**config.mk**
```make
export PLATFORM = sky130hd
export DESIGN_NAME = mem_port_arbiter_flat
export DESIGN_NICKNAME = d
export VERILOG_FILES = /design/src/rtl/mem_port_arbiter_if.sv /design/src/rtl/mem_port_arbiter.sv /design/src/flat_wrapper.sv
export SDC_FILE = /design/constraint.sdc
export NUM_CORES = 1
export LEC_CHECK = 0
export BUFFER_PORTS_ARGS = -buffer_cell sky130_fd_sc_hd__buf_2
export CAP_MARGIN = 25
export CORE_AREA = 8 8 116 118
export CTS_BUF_LIST = sky130_fd_sc_hd__clkbuf_4
export DETAILED_ROUTE_END_ITERATION = 16
export DIE_AREA = 0 0 124 126
export HOLD_SLACK_MARGIN = 0.05
export PLACE_DENSITY = 0.85
export SKIP_LAST_GASP = 1
export SLEW_MARGIN = 0
export SYNTH_ARGS = -nofsm -noshare
export SYNTH_HDL_FRONTEND = slang
export SYNTH_SLANG_ARGS = --single-unit
```
**constraint.sdc**
```tcl
create_clock -name clk -period 3.7 [get_ports clk]
set_input_delay 0.925 -clock clk [delete_from_list [all_inputs] [get_ports clk]]
set_output_delay 0.925 -clock clk [all_outputs]
set_load 0.02 [all_outputs]
```
**src/rtl/mem_port_arbiter_if.sv**
```systemverilog
// Bundle of requester, memory-side and status signals around the shared memory port.
// slave = the arbiter itself; master = the environment (requesters plus memory).
interface mem_port_arbiter_if #(
    parameter int DATA_WIDTH = 32
);
    logic                  r0_req;
    logic [DATA_WIDTH-1:0] r0_addr;
    logic [DATA_WIDTH-1:0] r0_wdata;
    logic [1:0]            r0_len;
    logic                  r0_store;
    logic                  r0_unsigned;
    logic                  r0_gnt;
    logic                  r0_done;
    logic [DATA_WIDTH-1:0] r0_rdata;

    logic                  r1_req;
    logic [DATA_WIDTH-1:0] r1_addr;
    logic [DATA_WIDTH-1:0] r1_wdata;
    logic [1:0]            r1_len;
    logic                  r1_store;
    logic                  r1_unsigned;
    logic                  r1_gnt;
    logic                  r1_done;
    logic [DATA_WIDTH-1:0] r1_rdata;

    logic [DATA_WIDTH-1:0] mem_addr;
    logic [DATA_WIDTH-1:0] mem_wdata;
    logic [1:0]            mem_len;
    logic                  mem_unsigned;
    logic                  mem_load;
    logic                  mem_store;
    logic [DATA_WIDTH-1:0] mem_rdata;

    logic                  busy;
    logic                  last_grant;

    modport slave (
        input  r0_req, r0_addr, r0_wdata, r0_len, r0_store, r0_unsigned,
        input  r1_req, r1_addr, r1_wdata, r1_len, r1_store, r1_unsigned,
        input  mem_rdata,
        output r0_gnt, r0_done, r0_rdata,
        output r1_gnt, r1_done, r1_rdata,
        output mem_addr, mem_wdata, mem_len, mem_unsigned, mem_load, mem_store,
        output busy, last_grant
    );

    modport master (
        output r0_req, r0_addr, r0_wdata, r0_len, r0_store, r0_unsigned,
        output r1_req, r1_addr, r1_wdata, r1_len, r1_store, r1_unsigned,
        output mem_rdata,
        input  r0_gnt, r0_done, r0_rdata,
        input  r1_gnt, r1_done, r1_rdata,
        input  mem_addr, mem_wdata, mem_len, mem_unsigned, mem_load, mem_store,
        input  busy, last_grant
    );
endinterface

```
**src/rtl/mem_port_arbiter.sv**
```systemverilog
// Two-requester arbiter for a single synchronous memory port: one access in flight,
// one-cycle memory strobe, fixed read latency, one-cycle done pulse back to the winner.
//
// state    | meaning
// ---------+-----------------------------------------------------------------
// S_IDLE   | sample requests, pick and latch a winner
// S_ACCESS | drive latched access onto the port; grant pulse to the winner
// S_WAIT   | count down the read latency; capture mem_rdata on the last cycle
// S_DONE   | done pulse (and load data) to the winner
module mem_port_arbiter #(
    parameter int DATA_WIDTH     = 32,
    parameter int READ_LATENCY   = 1,
    parameter int FIXED_PRIORITY = 0
) (
    input logic               clk,
    input logic               reset,
    mem_port_arbiter_if.slave bus
);
    localparam logic [1:0] S_IDLE   = 2'd0;
    localparam logic [1:0] S_ACCESS = 2'd1;
    localparam logic [1:0] S_WAIT   = 2'd2;
    localparam logic [1:0] S_DONE   = 2'd3;

    localparam logic [2:0] WAIT_INIT = 3'(READ_LATENCY - 1);

    logic [1:0]            state_q,  state_d;
    logic                  win_q,    win_d;
    logic                  last_q,   last_d;
    logic [DATA_WIDTH-1:0] addr_q,   addr_d;
    logic [DATA_WIDTH-1:0] wdata_q,  wdata_d;
    logic [1:0]            len_q,    len_d;
    logic                  uns_q,    uns_d;
    logic                  store_q,  store_d;
    logic [2:0]            cnt_q,    cnt_d;
    logic [DATA_WIDTH-1:0] result_q, result_d;

    logic pick;
    logic in_access;
    logic in_done;
    logic load_done;

    // Contention goes to requester 0 in fixed mode, otherwise to the one not served last.
    always_comb begin
        pick = bus.r1_req;
        if (bus.r0_req && bus.r1_req) begin
            pick = (FIXED_PRIORITY != 0) ? 1'b0 : ~last_q;
        end
    end

    always_comb begin
        state_d  = state_q;
        win_d    = win_q;
        last_d   = last_q;
        addr_d   = addr_q;
        wdata_d  = wdata_q;
        len_d    = len_q;
        uns_d    = uns_q;
        store_d  = store_q;
        cnt_d    = cnt_q;
        result_d = result_q;
        case (state_q)
            S_IDLE: begin
                if (bus.r0_req || bus.r1_req) begin
                    win_d   = pick;
                    last_d  = pick;
                    addr_d  = pick ? bus.r1_addr     : bus.r0_addr;
                    wdata_d = pick ? bus.r1_wdata    : bus.r0_wdata;
                    len_d   = pick ? bus.r1_len      : bus.r0_len;
                    uns_d   = pick ? bus.r1_unsigned : bus.r0_unsigned;
                    store_d = pick ? bus.r1_store    : bus.r0_store;
                    state_d = S_ACCESS;
                end
            end
            S_ACCESS: begin
                if (store_q) begin
                    state_d = S_DONE;
                end else begin
                    cnt_d   = WAIT_INIT;
                    state_d = S_WAIT;
                end
            end
            S_WAIT: begin
                if (cnt_q == 3'd0) begin
                    result_d = bus.mem_rdata;
                    state_d  = S_DONE;
                end else begin
                    cnt_d = cnt_q - 3'd1;
                end
            end
            S_DONE:  state_d = S_IDLE;
            default: state_d = S_IDLE;
        endcase
    end

    always_ff @(posedge clk or negedge reset) begin
        if (!reset) begin
            state_q  <= S_IDLE;
            win_q    <= 1'b0;
            last_q   <= 1'b1;
            addr_q   <= '0;
            wdata_q  <= '0;
            len_q    <= 2'd0;
            uns_q    <= 1'b0;
            store_q  <= 1'b0;
            cnt_q    <= 3'd0;
            result_q <= '0;
        end else begin
            state_q  <= state_d;
            win_q    <= win_d;
            last_q   <= last_d;
            addr_q   <= addr_d;
            wdata_q  <= wdata_d;
            len_q    <= len_d;
            uns_q    <= uns_d;
            store_q  <= store_d;
            cnt_q    <= cnt_d;
            result_q <= result_d;
        end
    end

    // Outputs decode straight from state so an async reset clears them at once.
    assign in_access = (state_q == S_ACCESS);
    assign in_done   = (state_q == S_DONE);
    assign load_done = in_done && !store_q;

    assign bus.r0_gnt   = in_access && !win_q;
    assign bus.r1_gnt   = in_access &&  win_q;
    assign bus.r0_done  = in_done && !win_q;
    assign bus.r1_done  = in_done &&  win_q;
    assign bus.r0_rdata = (load_done && !win_q) ? result_q : '0;
    assign bus.r1_rdata = (load_done &&  win_q) ? result_q : '0;

    assign bus.mem_addr     = addr_q;
    assign bus.mem_wdata    = wdata_q;
    assign bus.mem_len      = len_q;
    assign bus.mem_unsigned = uns_q;
    assign bus.mem_load     = in_access && !store_q;
    assign bus.mem_store    = in_access &&  store_q;

    assign bus.busy       = (state_q != S_IDLE);
    assign bus.last_grant = last_q;
endmodule

```
**src/flat_wrapper.sv**
```systemverilog
// flat-port wrapper written by rule: the top's interface ports become plain ports
module mem_port_arbiter_flat 
#(
    parameter int DATA_WIDTH     = 32,
    parameter int READ_LATENCY   = 1,
    parameter int FIXED_PRIORITY = 0
)
  (clk, reset, bus_r0_req, bus_r0_addr, bus_r0_wdata, bus_r0_len, bus_r0_store, bus_r0_unsigned, bus_r1_req, bus_r1_addr, bus_r1_wdata, bus_r1_len, bus_r1_store, bus_r1_unsigned, bus_mem_rdata, bus_r0_gnt, bus_r0_done, bus_r0_rdata, bus_r1_gnt, bus_r1_done, bus_r1_rdata, bus_mem_addr, bus_mem_wdata, bus_mem_len, bus_mem_unsigned, bus_mem_load, bus_mem_store, bus_busy, bus_last_grant);
  mem_port_arbiter_if #(.DATA_WIDTH(DATA_WIDTH)) bus_i ();
  input logic clk;
  input logic reset;
  input wire logic [$bits(bus_i.r0_req)-1:0] bus_r0_req;
  input wire logic [$bits(bus_i.r0_addr)-1:0] bus_r0_addr;
  input wire logic [$bits(bus_i.r0_wdata)-1:0] bus_r0_wdata;
  input wire logic [$bits(bus_i.r0_len)-1:0] bus_r0_len;
  input wire logic [$bits(bus_i.r0_store)-1:0] bus_r0_store;
  input wire logic [$bits(bus_i.r0_unsigned)-1:0] bus_r0_unsigned;
  input wire logic [$bits(bus_i.r1_req)-1:0] bus_r1_req;
  input wire logic [$bits(bus_i.r1_addr)-1:0] bus_r1_addr;
  input wire logic [$bits(bus_i.r1_wdata)-1:0] bus_r1_wdata;
  input wire logic [$bits(bus_i.r1_len)-1:0] bus_r1_len;
  input wire logic [$bits(bus_i.r1_store)-1:0] bus_r1_store;
  input wire logic [$bits(bus_i.r1_unsigned)-1:0] bus_r1_unsigned;
  input wire logic [$bits(bus_i.mem_rdata)-1:0] bus_mem_rdata;
  output wire logic [$bits(bus_i.r0_gnt)-1:0] bus_r0_gnt;
  output wire logic [$bits(bus_i.r0_done)-1:0] bus_r0_done;
  output wire logic [$bits(bus_i.r0_rdata)-1:0] bus_r0_rdata;
  output wire logic [$bits(bus_i.r1_gnt)-1:0] bus_r1_gnt;
  output wire logic [$bits(bus_i.r1_done)-1:0] bus_r1_done;
  output wire logic [$bits(bus_i.r1_rdata)-1:0] bus_r1_rdata;
  output wire logic [$bits(bus_i.mem_addr)-1:0] bus_mem_addr;
  output wire logic [$bits(bus_i.mem_wdata)-1:0] bus_mem_wdata;
  output wire logic [$bits(bus_i.mem_len)-1:0] bus_mem_len;
  output wire logic [$bits(bus_i.mem_unsigned)-1:0] bus_mem_unsigned;
  output wire logic [$bits(bus_i.mem_load)-1:0] bus_mem_load;
  output wire logic [$bits(bus_i.mem_store)-1:0] bus_mem_store;
  output wire logic [$bits(bus_i.busy)-1:0] bus_busy;
  output wire logic [$bits(bus_i.last_grant)-1:0] bus_last_grant;
  assign bus_i.r0_req = bus_r0_req;
  assign bus_i.r0_addr = bus_r0_addr;
  assign bus_i.r0_wdata = bus_r0_wdata;
  assign bus_i.r0_len = bus_r0_len;
  assign bus_i.r0_store = bus_r0_store;
  assign bus_i.r0_unsigned = bus_r0_unsigned;
  assign bus_i.r1_req = bus_r1_req;
  assign bus_i.r1_addr = bus_r1_addr;
  assign bus_i.r1_wdata = bus_r1_wdata;
  assign bus_i.r1_len = bus_r1_len;
  assign bus_i.r1_store = bus_r1_store;
  assign bus_i.r1_unsigned = bus_r1_unsigned;
  assign bus_i.mem_rdata = bus_mem_rdata;
  assign bus_r0_gnt = bus_i.r0_gnt;
  assign bus_r0_done = bus_i.r0_done;
  assign bus_r0_rdata = bus_i.r0_rdata;
  assign bus_r1_gnt = bus_i.r1_gnt;
  assign bus_r1_done = bus_i.r1_done;
  assign bus_r1_rdata = bus_i.r1_rdata;
  assign bus_mem_addr = bus_i.mem_addr;
  assign bus_mem_wdata = bus_i.mem_wdata;
  assign bus_mem_len = bus_i.mem_len;
  assign bus_mem_unsigned = bus_i.mem_unsigned;
  assign bus_mem_load = bus_i.mem_load;
  assign bus_mem_store = bus_i.mem_store;
  assign bus_busy = bus_i.busy;
  assign bus_last_grant = bus_i.last_grant;
  mem_port_arbiter #(.DATA_WIDTH(DATA_WIDTH), .READ_LATENCY(READ_LATENCY), .FIXED_PRIORITY(FIXED_PRIORITY)) u_core (.clk(clk), .reset(reset), .bus(bus_i));
endmodule
```
==> flow_summary_export.csv, run 1 <==
group,metric,value,unit
clocking,cts_htree_levels,3,
cells_and_area,drive_gt1_frac,0.472,
critical_path,timing.rr.end,"u_core.result_q[29]",
critical_path,rrSetupSlack,1.63,ns
clocking,cts.clk_slew.worst_paths,0.16,ns
global_route,overflow,0,
placement,dp.final_hpwl,13.0,mm
cells_and_area,fin_nets,958,
floorplan,dieWidth,124,um
global_route,grt_max_degree,97,
job,cap_violations,0,
logic_synthesis,synth_nets,664,
clocking,postCtsSetupBuffers,0,
critical_path,crit_fanout,32,
critical_path,rr_worst_depth,5,
sta,finalSetupViolations,0,
sta,worst_pin_slew,0.793,ns
logic_synthesis,synth_cells,485,
critical_path,cp_data_arrival_time,2.16,ns
pwr,p_leak,0.00399,uW
critical_path,crit_chain,"ha_1, and3b_1, and2_1, buf_2",
critical_path,required,2.77,ns
floorplan,fp-row-count,40,
logic_synthesis,syn_area,0.00523,mm^2
clocking,numCtsBuffers,9,
clocking,cts.repair.resized,0,
cells_and_area,final_cell_mix,"buf_2 (309), dfrtp_1 (106), nand2_1 (71), mux2i_1 (68), and2_1 (67)",
routing,post_drt_via_cell_ratio,4.88,
routing,dr.first_iter.drc_count,237,
clocking,cts_hold_buf,0,
sta,finalSetupTns,0,ns
pwr,pwr_density_cell,778,mW/mm^2
clocking,cts_buffer_depth,2,
routing,wl_per_cell,17.3,um
cells_and_area,fill_cells,1003,
sta,grt_setup_unrepaired,"false",
routing,wirelength,16.1,mm
routing,drcViolationCount,0,
global_route,grt_use_total,0.198,
placement,routabilityCongestion,0.812,
critical_path,cp_slowest_cell,"and3b_1",
clocking,cts_root_buf,"clkbuf_4",
sta,timing.final.hold_violations,0,
floorplan,dieArea,0.0156,mm^2
logic_synthesis,synth-warning-count,0,
global_route,grt_pass1_vias,4709,
sta,report.final.slew_viol_count,0,
floorplan,ios,311,
logic_synthesis,ys_async_sr_fraction,1.00,
sta,hold_slack,0.493,ns
sta,fin_crit_sh,0.835,
routing,ant_nets,0,
run_status,status,"complete, no violations",
placement,portBuffers,310,
global_route,grt_pass1_wl,24.3,mm
sta,final.min_clock_period,3.09,ns
critical_path,endpoint_kind,"primary output",
global_route,antenna_found_initial,2,
floorplan,core,0.0117,mm^2
sta,max_slew_margin,0.471,
cells_and_area,final_common_cell,"buf_2",
critical_path,critical_path_buf_inv_count,1,
sta,max_freq,324,MHz
clocking,cts_tree,"yes",
logic_synthesis,synth_edf_count,0,
min_path,hold_path_class,"in -> async",
cells_and_area,area_growth_syn_to_layout,34.1,%
logic_synthesis,synth_ff_type,"dfrtp_1",
floorplan,die_h,126,um
critical_path,cpPeakStageDelay,0.69,ns
clocking,worstSkewPairLatency,0.46,ns
critical_path,startpoint,"u_core.state_q[1]",
pwr,peakVddDrop,0.532,mV
clocking,clock-sinks,107,
routing,firstDrtPassIters,4,
critical_path,cp-start-kind,"flop",
sta,finalClockSkew,0.0328,ns
critical_path,cp-endpoint,"bus_r1_rdata[14]",
logic_synthesis,avgSynthCellArea,10.8,um^2
critical_path,critical_path_depth,4,
logic_synthesis,synth_cell_types,31,
routing,vias,4546,
critical_path,critPathKind,"reg -> out",
critical_path,path_delay_family,"simple AND/OR/NAND/NOR gates",
critical_path,r2r_start,"u_core.state_q[0]",
logic_synthesis,seq_area_frac_synth,0.512,
floorplan,start_util,0.446,
logic_synthesis,ys_seq_elements,107,
[synth_stat cells, drive strengths merged (2+ instances only)]
master | instances | area, um^2
nor2 | 2 | 7.51
nand2 | 71 | 267
nor2b | 3 | 18.8
inv | 5 | 18.8
and3b | 2 | 17.5
clkbuf | 13 | 48.8
o21ai | 74 | 370
and2 | 67 | 419
dfrtp | 106 | 2650
mux2i | 68 | 681
ha | 7 | 87.6
mux2 | 33 | 372
buf | 20 | 139
a21bo | 2 | 20.0
[power breakdown]
part,internal [uW],total (uW),switching (uW)
Clock,214,598,383
Combinational,1070,2770,1700
Sequential,1740,2080,344
Total,3020,5450,2430
[cells by family after synthesis]
group	after synthesis	synth area share
buffers and inverters	38	0.0395
adders and majority gates	7	0.0167
and+or+nand+nor	150	0.147
AOI/OAI and AO/OA	82	0.0833
muxes	101	0.201
DFF	107	0.512
[state kept, by name, indices dropped and copies added (netlist names)]
name,flops
u_core.bus.mem_addr,32
u_core.bus.mem_wdata,32
u_core.result_q,32
u_core.cnt_q,3
u_core.bus.mem_len,2
u_core.state_q,2
u_core.bus.last_grant,1
u_core.bus.mem_unsigned,1
u_core.store_q,1
u_core.win_q,1
[how the worst min path moves through the flow]
stage,from,to,slack [ns],depth (start not counted)
after floorplan,u_core.cnt_q[0],u_core.cnt_q[0],0.45,1
after global placement,u_core.bus.mem_addr[11],u_core.bus.mem_addr[11],0.46,2
after detailed placement,u_core.bus.mem_len[0],u_core.bus.mem_len[0],0.46,2
after CTS,reset,u_core.bus.mem_addr[5],0.50,1
after global routing,reset,u_core.bus.mem_addr[6],0.52,1
final,reset,u_core.bus.mem_addr[8],0.49,1
[area by class of cell]
class,instances,area (um^2),share of cell area
flip-flops and latches,107,2680,0.382
multi-input cells,340,2370,0.337
repair buffers,316,1620,0.232
well taps,147,184,0.0262
clock buffers,10,75.1,0.0107
clock inverters,6,63.8,0.00910
inverters,5,18.8,0.00268
diodes,1,2.50,0.000357
[per-layer routing]
layer | part of all wire | global-route usage | vias to the layer above
met2 | 0.50 | 0.349 | 196
met3 | 0.12 | 0.0827 | 15
met5 | 0.00081 | 0 | -
met1 | 0.37 | 0.208 | 2105
met4 | 0.010 | 0.0581 | 2
li1 | - | - | 2228
[worst reg2reg max path, stage by stage, from the launching register on]
cell	delay, ns
dfrtp_1	0.44
inv_1	0.15
ha_1	0.27
and3b_1	0.32
buf_4	0.39
mux2_2	0.41
[metrics by stage]
step | worst slack [ns] | util | std cells | total power [uW] | area (um^2)
finish | 0.612 | 0.599 | 932 | 5450 | 7010
global placement | 1.16 | 0.587 | 915 | 4840 | 6870
floorplan | 1.40 | - | 485 | 3920 | 5230
detailed placement | 1.09 | 0.587 | 915 | 4930 | 6870
CTS | 0.567 | 0.599 | 931 | 5530 | 7010
global route | 0.305 | 0.599 | 932 | 5840 | 7010
(Power assumes the default switching activity.)
==> inputs of run 2 (changes only) <==
--- a/config.mk
+++ b/config.mk
@@ -5,14 +5,16 @@
 export SDC_FILE = /design/constraint.sdc
 export NUM_CORES = 1
 export LEC_CHECK = 0
+export ABC_AREA = 1
 export BUFFER_PORTS_ARGS = -buffer_cell sky130_fd_sc_hd__buf_2
 export CAP_MARGIN = 25
-export CORE_AREA = 8 8 116 118
+export CORE_ASPECT_RATIO = 1.2
+export CORE_MARGIN = 8
+export CORE_UTILIZATION = 47
 export CTS_BUF_LIST = sky130_fd_sc_hd__clkbuf_4
 export DETAILED_ROUTE_END_ITERATION = 16
-export DIE_AREA = 0 0 124 126
 export HOLD_SLACK_MARGIN = 0.05
-export PLACE_DENSITY = 0.85
+export PLACE_DENSITY = 0.86
 export SKIP_LAST_GASP = 1
 export SLEW_MARGIN = 0
 export SYNTH_ARGS = -nofsm -noshare
==> constraint.sdc (replaced) <==
create_clock -name clk -period 3 [get_ports clk]
set_input_delay 0.75 -clock clk [delete_from_list [all_inputs] [get_ports clk]]
set_output_delay 0.75 -clock clk [all_outputs]
set_load 0.02 [all_outputs]
==> run 2 against run 1 <==
  * Sequential power grew 20%
  * Synthesized cell count is 65% higher
  * Utilization grew 2.8 points
  * Final cell count increased by 34%
  * Clock power up 24%
  * Routed wire length up 18%
  * Sequential share of layout area is 2.6 points lower
  * Clock skew is 0.019 ns lower
  * Combinational power grew 36%
  * Flip-flop and latch count unchanged
  * Area after synthesis rose by 9.9%
  * Largest power group unchanged
==> flow_summary_export.csv, run 2 <==
group,metric,value,unit
critical_path,cp-start-kind,"flop",
sta,max_freq,377,MHz
sta,grt_setup_unrepaired,"false",
logic_synthesis,synth_xor_area_frac,0,
logic_synthesis,avgSynthCellArea,7.20,um^2
critical_path,required,2.25,ns
critical_path,endpoint_kind,"primary output",
logic_synthesis,yosys-top-cells-count,"nand2_1 (306), dfrtp_1 (106), inv_1 (100), nand3_1 (71), nor2_1 (70)",
sta,setup_ws,0.348,ns
cells_and_area,fin_nets,1261,
clocking,cts_htree_levels,3,
floorplan,core,0.0120,mm^2
routing,drcViolationCount,0,
floorplan,die_h,137,um
routing,firstDrtPassIters,6,
global_route,grt_use_total,0.232,
clocking,worstSkewPairLatency,0.45,ns
global_route,overflow,0,
clocking,cts_root_buf,"clkbuf_4",
placement,dp.final_hpwl,14.4,mm
clocking,cts.clk_slew.worst_paths,0.17,ns
pwr,pwr_density_cell,930,mW/mm^2
cells_and_area,final_cell_mix,"buf_2 (309), nand2_1 (306), dfrtp_1 (106), inv_1 (100), nand3_1 (71)",
critical_path,critPathKind,"reg -> out",
cells_and_area,utilization,0.627,
critical_path,cpPeakStageDelay,0.47,ns
critical_path,crit_chain,"ha_1, inv_1, nor2_1, nand2_1, buf_4, nor2_1, buf_2",
placement,dp_slack,0.842,ns
logic_synthesis,muxShareOfSynthArea,0,
clocking,cts.repair.resized,0,
sta,max_slew_margin,0.520,
pwr,peakVddDrop,0.526,mV
logic_synthesis,synth-adder-area-share,0.0152,
logic_synthesis,ys_async_sr_fraction,1.00,
sta,finalSetupViolations,0,
critical_path,cp_data_arrival_time,1.90,ns
logic_synthesis,synth_edf_count,0,
critical_path,path_delay_family,"flip-flops",
logic_synthesis,synth_nets,977,
logic_synthesis,synth_compound_area_frac,0.0287,
logic_synthesis,yosysTopAreaCell,"dfrtp_1",
clocking,numCtsBuffers,9,
routing,vias,6032,
placement,portBuffers,310,
min_path,hold_path_class,"in -> async",
routing,ant_nets,0,
clocking,cts_tree,"yes",
logic_synthesis,synth_top_family_by_area,"simple AND/OR/NAND/NOR gates",
routing,dr.first_iter.drc_count,447,
sta,finalSetupTns,0,ns
critical_path,cp_slowest_cell,"dfrtp_1",
critical_path,crit_top_cell,"nor2_1",
critical_path,crit_fanout,32,
clocking,postCtsSetupBuffers,0,
placement,routabilityCongestion,0.867,
logic_synthesis,synth-warning-count,0,
sta,report.final.slew_viol_count,0,
run_status,status,"complete, no violations",
sta,fin_crit_sh,0.884,
floorplan,start_util,0.479,
routing,wl_per_cell,15.1,um
sta,worst_pin_slew,0.720,ns
clocking,cts_buffer_depth,2,
logic_synthesis,synth-simple-area-share,0.379,
cells_and_area,area_growth_syn_to_layout,30.9,%
logic_synthesis,ys_seq_elements,107,
floorplan,dieWidth,117,um
global_route,grt_max_degree,70,
critical_path,critical_path_buf_inv_count,3,
logic_synthesis,synth_cells,798,
sta,timing.final.hold_violations,0,
logic_synthesis,synth_ff_type,"dfrtp_1",
cells_and_area,final_common_cell,"buf_2",
global_route,grt_pass1_wl,29.1,mm
cells_and_area,drive_gt1_frac,0.314,
logic_synthesis,synth_most_common_cell,"nand2_1",
routing,post_drt_via_cell_ratio,4.82,
global_route,antenna_found_initial,4,
clocking,clock-sinks,107,
logic_synthesis,synth_top_area_share,0.461,
floorplan,dieArea,0.0160,mm^2
floorplan,fp-row-count,44,
sta,finalClockSkew,0.0134,ns
global_route,grt_pass1_vias,5905,
pwr,p_leak,0.00461,uW
logic_synthesis,seq_area_frac_synth,0.466,
clocking,cts_hold_buf,0,
floorplan,ios,311,
logic_synthesis,synth_cell_types,17,
sta,final.min_clock_period,2.65,ns
routing,wirelength,18.9,mm
job,cap_violations,0,
logic_synthesis,syn_area,0.00575,mm^2
logic_synthesis,synth_area_leaders,"dfrtp_1 (46%), nand2_1 (20%), inv_1 (6.5%)",
## run 2: cell count changes in the layout (fill, tap and decap cells not counted), moves of 4 or more
cell,before,now
and2_1,67,0
nor2_1,2,70
nand3_1,0,71
inv_1,5,100
nand3b_1,0,50
mux2_2,33,0
o21ai_0,64,33
nand2_1,71,306
o21ai_1,9,0
buf_4,5,9
mux2i_1,68,0
## run 2: path summary, 6_finish.rpt
path	start	to	slack [ns]	cells past startpoint
max in group asynchronous	reset	u_core.bus.mem_wdata[13]	1.96	2
hold / removal	reset	u_core.bus.mem_addr[20]	0.29	1
setup reg to reg	u_core.state_q[0]	u_core.result_q[19]	1.21	6
setup / recovery	u_core.state_q[1]	bus_r0_rdata[19]	0.35	7
hold reg to reg	u_core.bus.mem_addr[9]	u_core.bus.mem_addr[9]	0.49	2
min in group clk	u_core.bus.mem_addr[9]	u_core.bus.mem_addr[9]	0.49	2
## run 2: final cells by class
cell class	count	area, um^2
Antenna cell	3	7.51
Clock inverter	7	67.6
Timing Repair Buffer	322	1690
Sequential cell	107	2680
Clock buffer	9	67.6
Inverter	101	379
Multi-Input combinational cell	541	2430
Tap cell	161	201
Fill cell	1108	4480
## run 2: cell families after synthesis
group,count (synthesis)
simple gates,501
flops,107
compound gates,33
buf+inv,150
fa+ha+maj,7
## run 2: power breakdown
part           leakage, uW  switching (uW)  internal (uW)
clock network    0.0000730             486            253
registers          0.00131             346           2150
logic              0.00323            2580           1180
## run 2: metrics by stage
| step | total power [uW] | cell area [um^2] | hold slack (ns) | instances |
|---|---|---|---|---|
| after floorplan | 5000 | 5750 | 0.449 | 798 |
| after global placement | 6200 | 7380 | 0.456 | 1232 |
| after detailed placement | 6310 | 7380 | 0.460 | 1232 |
| after CTS | 7050 | 7520 | 0.303 | 1248 |
| after global routing | 7580 | 7530 | 0.319 | 1251 |
| final | 7000 | 7530 | 0.288 | 1251 |
## run 2: metal layers
metal | share of wire | global-route usage
met1 | 0.38 | 0.264
met2 | 0.50 | 0.400
met3 | 0.084 | 0.0578
met4 | 0.030 | 0.103
met5 | 0.00069 | 0
==> inputs of run 3 (changes only) <==
--- a/config.mk
+++ b/config.mk
@@ -8,14 +8,13 @@
 export ABC_AREA = 1
 export BUFFER_PORTS_ARGS = -buffer_cell sky130_fd_sc_hd__buf_2
 export CAP_MARGIN = 25
-export CORE_ASPECT_RATIO = 1.2
-export CORE_MARGIN = 8
-export CORE_UTILIZATION = 47
+export CORE_AREA = 2 2 121 123
 export CTS_BUF_LIST = sky130_fd_sc_hd__clkbuf_4
 export DETAILED_ROUTE_END_ITERATION = 16
+export DIE_AREA = 0 0 123 125
 export HOLD_SLACK_MARGIN = 0.05
-export PLACE_DENSITY = 0.86
-export SKIP_LAST_GASP = 1
+export PLACE_DENSITY = 0.76
+export SETUP_SLACK_MARGIN = 0.05
 export SLEW_MARGIN = 0
 export SYNTH_ARGS = -nofsm -noshare
 export SYNTH_HDL_FRONTEND = slang
==> run 3 against run 2 <==
  * Final area is 0.86% higher
  * Final cell count up 1.5%
  * Fmax up 1.3%
  * Global-route usage down 1.2 points
  * Count of clock-buffer cells in the layout rose by 3
  * First-iteration DRC count shrank 7.2%
  * Largest cell class unchanged
  * Highest routed layer is now met4
==> flow_summary_export.csv, run 3 (synthesis gave the netlist of run 2 again) <==
group,metric,value,unit
sta,finalSetupViolations,0,
clocking,clock-sinks,107,
floorplan,ios,311,
critical_path,cp-start-kind,"flop",
critical_path,crit_chain,"ha_1, nand2_1, inv_1, nand2_1, buf_4, nor2_1, buf_2",
floorplan,core,0.0142,mm^2
cells_and_area,area_growth_syn_to_layout,32.1,%
sta,timing.final.hold_violations,0,
routing,drcViolationCount,0,
floorplan,start_util,0.405,
routing,post_drt_via_cell_ratio,4.65,
clocking,cts_hold_buf,0,
placement,portBuffers,310,
sta,worst_pin_slew,0.709,ns
sta,max_slew_margin,0.527,
floorplan,dieWidth,123,um
pwr,p_leak,0.00463,uW
routing,wirelength,16.6,mm
critical_path,required,2.25,ns
critical_path,cp_slowest_cell,"dfrtp_1",
sta,finalSetupTns,0,ns
sta,max_freq,382,MHz
placement,dp_slack,0.813,ns
min_path,hold_path_class,"in -> async",
placement,routabilityCongestion,0.880,
critical_path,cpPeakStageDelay,0.45,ns
clocking,cts_tree,"yes",
clocking,cts_htree_levels,3,
routing,vias,5909,
floorplan,fp-row-count,44,
global_route,antenna_found_initial,1,
cells_and_area,regArea,0.00268,mm^2
cells_and_area,fin_nets,1259,
clocking,cts_root_buf,"clkbuf_4",
sta,fin_crit_sh,0.872,
cells_and_area,final_common_cell,"buf_2",
clocking,numCtsBuffers,9,
run_status,status,"complete, no violations",
clocking,cts.clk_slew.worst_paths,0.16,ns
clocking,postCtsSetupBuffers,0,
global_route,grt_use_total,0.220,
sta,setup_ws,0.383,ns
placement,dp.final_hpwl,12.2,mm
cells_and_area,fill_cells,1414,
critical_path,endpoint_kind,"primary output",
pwr,peakVddDrop,0.532,mV
cells_and_area,drive_gt1_frac,0.315,
critical_path,cp_data_arrival_time,1.87,ns
pwr,pwr_density_cell,927,mW/mm^2
global_route,grt_max_degree,71,
job,cap_violations,0,
routing,dr.first_iter.drc_count,415,
sta,grt_setup_unrepaired,"false",
critical_path,crit_fanout,32,
global_route,grt_pass1_wl,26.9,mm
cells_and_area,multi_input_area,0.00243,mm^2
global_route,grt_pass1_vias,5440,
cells_and_area,final_cell_mix,"buf_2 (309), nand2_1 (306), dfrtp_1 (106), inv_1 (100), nand3_1 (71)",
placement,place_inst,1253,
clocking,cts_buffer_depth,2,
cells_and_area,stdcell_count,1270,
clocking,cts.repair.resized,0,
pwr,power.total,7040,uW
routing,ant_nets,0,
critical_path,crit_top_cell,"nand2_1",
clocking,worstSkewPairLatency,0.47,ns
floorplan,dieArea,0.0154,mm^2
critical_path,critPathKind,"reg -> out",
global_route,overflow,0,
sta,report.final.slew_viol_count,0,
sta,finalClockSkew,0.0202,ns
routing,firstDrtPassIters,7,
sta,final.min_clock_period,2.62,ns
routing,wl_per_cell,13.1,um
floorplan,die_h,125,um
## run 3: cell types whose count changed in the layout (fill, tap and decap cells not counted), moves of 2 or more
cell	change
buf_12	+2
buf_4	-4
clkbuf_4	+3
clkinv_1	-3
diode_2	-2
## run 3: metrics by stage
step                hold slack, ns  utilization  instance area (um^2)
finish                       0.252        0.534                  7590
floorplan                    0.449            -                  5750
detailed placement           0.460        0.523                  7420
global placement             0.458        0.523                  7420
CTS                          0.228        0.534                  7590
global route                 0.253        0.534                  7590
## run 3: final timing paths
path,from,to,slack [ns],depth (start not counted)
worst max-delay path,u_core.state_q[0],bus_r1_rdata[27],0.38,7
max in group asynchronous,reset,u_core.bus.mem_addr[22],2.05,2
min in group clk,bus_mem_rdata[26],u_core.result_q[26],0.47,3
worst min-delay path,reset,u_core.bus.mem_wdata[7],0.25,1
worst min register to register,u_core.bus.mem_addr[4],u_core.bus.mem_addr[4],0.49,2
worst max register to register,u_core.state_q[0],u_core.bus.mem_addr[25],1.01,8
## run 3: power by group
part           internal (uW)  switching, uW
logic                   1190           2510
registers               2150            341
clock network            369            475
## run 3: routing by layer
layer,vias to the layer above,GRT usage,part of all wire
li1,2979,-,-
met1,2668,0.293,0.44
met2,232,0.356,0.47
met3,30,0.0370,0.061
met4,0,0.0822,0.024
met5,-,0,0
## run 3: cell type report
class                           count  share of cell area
Multi-Input combinational cell    541               0.320
Inverter                          101              0.0499
Sequential cell                   107               0.353
Clock inverter                      4              0.0101
Tap cell                          184              0.0303
Antenna cell                        1            0.000330
Clock buffer                       12              0.0119
Timing Repair Buffer              320               0.224
## run 3: worst max-delay path: cells and delay by family (launching register included)
kind / cells / cell delay, ns
buffers and inverters: 3 / 0.52
and+or+nand+nor: 3 / 0.20
DFF: 1 / 0.45
adders and majority gates: 1 / 0.23
